`src/rtl/shiftreg_xfer_pkg.sv`:
```
`default_nettype none
// ============================================================================
//  Module   : shiftreg_xfer_pkg
//  Brief    : Shared state encoding and sizing helper for the shift engine.
//  Revision : 1.0 - initial release
// ============================================================================
package shiftreg_xfer_pkg;

    // Transfer FSM encoding; two bits cover the three states.
    localparam logic [1:0] c_state_idle  = 2'd0;
    localparam logic [1:0] c_state_shift = 2'd1;
    localparam logic [1:0] c_state_done  = 2'd2;

    // Width of a length field able to hold every value 0..n inclusive.
    function automatic int len_width(input int n);
        return $clog2(n) + 1;
    endfunction

endpackage
`default_nettype wire

```
`src/rtl/shiftreg_xfer.sv`:
```
`default_nettype none
// ============================================================================
//  Module   : shiftreg_xfer
//  Brief    : Handshaked serial/parallel shift engine with per-transfer
//             length and bit order. Loads a word over val/rdy, shifts it out
//             on shift_en strobes while capturing sin, and returns the
//             received word right-aligned over a second val/rdy interface.
//  Revision : 1.0 - initial release
// ============================================================================
module shiftreg_xfer
    import shiftreg_xfer_pkg::*;
#(
    parameter int NBITS = 32
) (
    input  logic                          clk,
    input  logic                          reset,
    input  logic                          load_val,
    output logic                          load_rdy,
    input  logic [NBITS-1:0]              load_data,
    input  logic [len_width(NBITS)-1:0]   load_len,
    input  logic                          load_lsb_first,
    input  logic                          shift_en,
    input  logic                          sin,
    output logic                          sout,
    output logic                          busy,
    output logic                          recv_val,
    input  logic                          recv_rdy,
    output logic [NBITS-1:0]              recv_data
);

    localparam int LW = len_width(NBITS);
    localparam logic [LW-1:0] c_nbits_len = LW'(NBITS);

    logic [1:0]       r_state;
    logic [NBITS-1:0] r_regval;
    logic [LW-1:0]    r_cnt;
    logic [LW-1:0]    r_len;
    logic             r_lsb;

    logic [LW-1:0]    w_len;
    logic [NBITS-1:0] w_mask;
    logic [NBITS-1:0] w_load_word;

    // Effective length, masked payload and its start alignment for a load.
    always_comb begin
        w_len       = load_len;
        w_mask      = '0;
        w_load_word = '0;
        if ((load_len == '0) || (load_len > c_nbits_len)) begin
            w_len = c_nbits_len;
        end
        // A full-width length shifts every one out, leaving an all-ones mask.
        w_mask = ~({NBITS{1'b1}} << w_len);
        if (load_lsb_first) begin
            w_load_word = load_data & w_mask;
        end else begin
            w_load_word = (load_data & w_mask) << (c_nbits_len - w_len);
        end
    end

    // Transfer FSM together with the shift register, counter and settings.
    always_ff @(posedge clk) begin
        if (reset) begin
            r_state  <= c_state_idle;
            r_regval <= '0;
            r_cnt    <= '0;
            r_len    <= '0;
            r_lsb    <= 1'b0;
        end else begin
            case (r_state)
                c_state_idle: begin
                    if (load_val) begin
                        r_regval <= w_load_word;
                        r_cnt    <= w_len;
                        r_len    <= w_len;
                        r_lsb    <= load_lsb_first;
                        r_state  <= c_state_shift;
                    end
                end
                c_state_shift: begin
                    if (shift_en) begin
                        if (r_lsb) begin
                            r_regval <= {sin, r_regval[NBITS-1:1]};
                        end else begin
                            r_regval <= {r_regval[NBITS-2:0], sin};
                        end
                        r_cnt <= r_cnt - LW'(1);
                        if (r_cnt == LW'(1)) begin
                            r_state <= c_state_done;
                        end
                    end
                end
                c_state_done: begin
                    if (recv_rdy) begin
                        r_state <= c_state_idle;
                    end
                end
                default: begin
                    r_state <= c_state_idle;
                end
            endcase
        end
    end

    // Handshake and serial outputs come from registered state only.
    always_comb begin
        load_rdy = (r_state == c_state_idle);
        busy     = (r_state == c_state_shift);
        recv_val = (r_state == c_state_done);
        sout     = r_lsb ? r_regval[0] : r_regval[NBITS-1];
    end

    // LSB-first data lands in the top len bits; MSB-first is already aligned.
    always_comb begin
        if (r_lsb) begin
            recv_data = r_regval >> (c_nbits_len - r_len);
        end else begin
            recv_data = r_regval;
        end
    end

endmodule
`default_nettype wire
```
`config.mk`:
```
export PLATFORM = sky130hd
export DESIGN_NAME = shiftreg_xfer
export DESIGN_NICKNAME = d
export VERILOG_FILES = /design/src/rtl/shiftreg_xfer_pkg.sv /design/src/rtl/shiftreg_xfer.sv
export SDC_FILE = /design/constraint.sdc
export NUM_CORES = 1
export LEC_CHECK = 0
export CORE_UTILIZATION = 55
export DETAILED_ROUTE_END_ITERATION = 12
export PLACE_DENSITY_LB_ADDON = 0.15
export SKIP_CTS_REPAIR_TIMING = 1
export SYNTH_ARGS = -nofsm -noshare
export SYNTH_HDL_FRONTEND = slang
export SYNTH_SLANG_ARGS = --single-unit
```
`constraint.sdc`:
```
create_clock -name clk -period 13.55 [get_ports clk]
set_input_delay 2.71 -clock clk [delete_from_list [all_inputs] [get_ports clk]]
set_output_delay 2.71 -clock clk [all_outputs]
set_load 0.01 [all_outputs]
```
==> summary.md <==
| Metric | Value |
|---|---|
| Vias in the first global route | `7670` |
| TritonCTS clock tree | `built` |
| Clock Tree Buf Depth | `2` |
| Cell count after synthesis | `1014` |
| RSZ-0062 raised after global routing | `false` |
| Slew Limit Fails | `0` |
| Final setup violation count | `0` |
| Sink Count | `47` |
| WHS | `0.496 ns` |
| Total leakage power | `0.00294 µW` |
| Max Fclk | `0.134 GHz` |
| Sequential area share after synthesis | `13.3%` |
| Initial antenna violation count | `0` |
| Detailed-route via count | `8868` |
| Worst Skew | `0.00460 ns` |
| Placement Setup Slack | `6.03 ns` |
| Post-synth EDFFs | `0` |
| Area leader, netlist | `dfxtp_1` |
| PwrDens | `98.2 nW/µm²` |
| Core area | `12600 µm²` |
| Post-synthesis cell type count | `77` |
| Mean post-synth cell area | `7.00 µm²` |
| Die area | `13400 µm²` |
| Outcome | `finished, final reports clean` |
| Num CTS Buffers | `5` |
| Syn nets | `1066` |
| Synth area leaders | `dfxtp_1, nand2_1, mux4_2` |
| Clk pin slew, worst setup/hold paths | `0.07 ns` |
| IO Count | `81` |
| Ys Warns | `0` |
| Endpoints failing hold | `0` |
| TNS Setup | `0 ns` |
| Tmin final | `7.48 ns` |
| Total of max-cap violations | `0` |
| Critical path capture point type | `flip-flop` |
| Nets@finish | `1078` |
| Initial Util | `56.3%` |
| Final Core Density | `63.9%` |
| Setup ws final | `6.07 ns` |
| Worst path arrival time | `7.65 ns` |
| Routed vias/inst | `7.40` |
| Post-synth top cells | `nand2_1, nor2_1, a21oi_1, clkbuf_1, o21ai_0` |
| First-pass GRT wire length | `45.1 mm` |
| Critical path peak fanout | `33` |
| CP startpoint kind | `input port` |
| Routed wire length | `29.7 mm` |
| Maximum VDD drop | `68.3 µV` |
| Rows | `41` |
| DPL Wire Length | `22.2 mm` |
| Seq cells post-synth | `47` |
| Number of DRC markers in iteration 0 | `1574` |
| Worst Tran Pin Value | `1.12 ns` |
| Overflow after GRT | `0` |
| Worst hold-check path type | `flip-flop to flip-flop` |
| Max transition margin | `25.5%` |
| WL/cell | `24.7 µm` |
| I/O Buffers | `80` |
| Post-route cell area | `8070 µm²` |
| Clock latency on the worst-skew pair | `0.30 ns` |
| Diodes inserted | `0` |
| ANT nets after route | `0` |
| Most frequent cell after synthesis | `nand2_1` |
| DRT Pass-1 Iters | `9` |
| Cell Area, Synth | `7100 µm²` |
| Crit Path Category | `input port to flip-flop` |
| Fill cell count | `1170` |
| Layout area overhead | `13.6%` |
| Largest net degree at the start of global routing | `51` |
| Placed Area | `7900 µm²` |
| Leading register cell type out of synthesis | `dfxtp_1` |
| Horiz. Die Dim | `116 µm` |
| Routability cong. | `1.04` |
| Yosys top cell area share | `13.3%` |
| Final period util | `55.2%` |
| Die Height | `116 µm` |
| DRC | `0` |
| GRT Overall Usage | `44.2%` |
| Number of H-tree levels | `2` |
| Critical Path RT | `13.72 ns` |
| Layout cells sized above 1 | `9.83%` |
| Root buffer cell | `clkbuf_16` |
| FFs w/ async S/R, synth | `0%` |
[metrics by stage]
stage | total power (µW) | cells
after global placement | 627 | 1191
after global routing | 824 | 1199
after detailed placement | 628 | 1191
after CTS | 771 | 1199
final | 792 | 1199
after floorplan | 471 | 1014
[final timing paths]
check / start / to / slack (ns) / cells after the start
worst max-delay path: load_len[1] / r_regval[26] / 6.07 / 12
worst min-delay path: r_cnt[4] / r_cnt[4] / 0.50 / 2
worst max register to register: r_state[1] / r_regval[27] / 10.70 / 9
worst min register to register: r_cnt[4] / r_cnt[4] / 0.50 / 2
[power breakdown]
part	leakage, µW	switching (µW)	total (µW)	internal [µW]
clock network	0.0000838	58.1	145	87.1
registers	0.000386	34.0	190	156
logic	0.00247	279	457	178
total	0.00294	372	792	421
[cell type report]
class / instances / area (µm²) / area share [%]
Clock buffer: 5 / 125 / 1.55
Clock inverter: 3 / 43.8 / 0.543
Inverter: 25 / 93.8 / 1.16
Multi-Input combinational cell: 846 / 5690 / 70.5
Sequential cell: 47 / 941 / 11.7
Tap cell: 172 / 215 / 2.67
Timing Repair Buffer: 101 / 958 / 11.9
[state kept, by name, indices dropped and copies added, names as in the netlist]
signal and count:
r_state 2, r_len 6, r_lsb 1, r_cnt 6, r_regval 32
[critical path, cell delays in order]
cell and delay [ns]:
clkdlybuf4s50_1 1.00, nor2b_1 0.43, inv_1 0.08, ha_1 0.26, ha_1 0.29, buf_4 0.25
inv_1 0.80, mux2_2 0.41, o311ai_0 0.78, mux4_2 0.40, or3_1 0.10, a311oi_1 0.08
[kinds of logic after synthesis]
| logic type | Yosys count | synth area share (%) |
|---|---|---|
| flip-flops | 47 | 13.3 |
| multiplexers | 90 | 17.9 |
| AND/OR/NAND/NOR | 375 | 24.1 |
| adder cells (fa/ha/maj) | 7 | 1.23 |
| XOR/XNOR | 5 | 0.617 |
| buffers and inverters | 121 | 6.80 |
| AO/OA/AOI/OAI | 369 | 36.1 |
[routing by layer]
metal	vias up	part of all wire [%]	GRT usage (%)
li1	3906	-	-
met1	4078	39	60.0
met2	769	42	64.6
met3	115	13	10.6
met4	0	5.6	23.5
met5	-	0	0
[cell usage in the layout, fill, tap and decap left out, types with 24 or more instances in the layout]
cell type	count
nand2_1	171
mux2i_1	43
nand3_1	32
dfxtp_1	47
inv_1	24
clkdlybuf4s50_1	80
o21ai_0	68
mux4_2	27
a21oi_1	69
a31oi_1	31
nor2_1	78
Note: power is estimated with default switching activity, not from simulation.
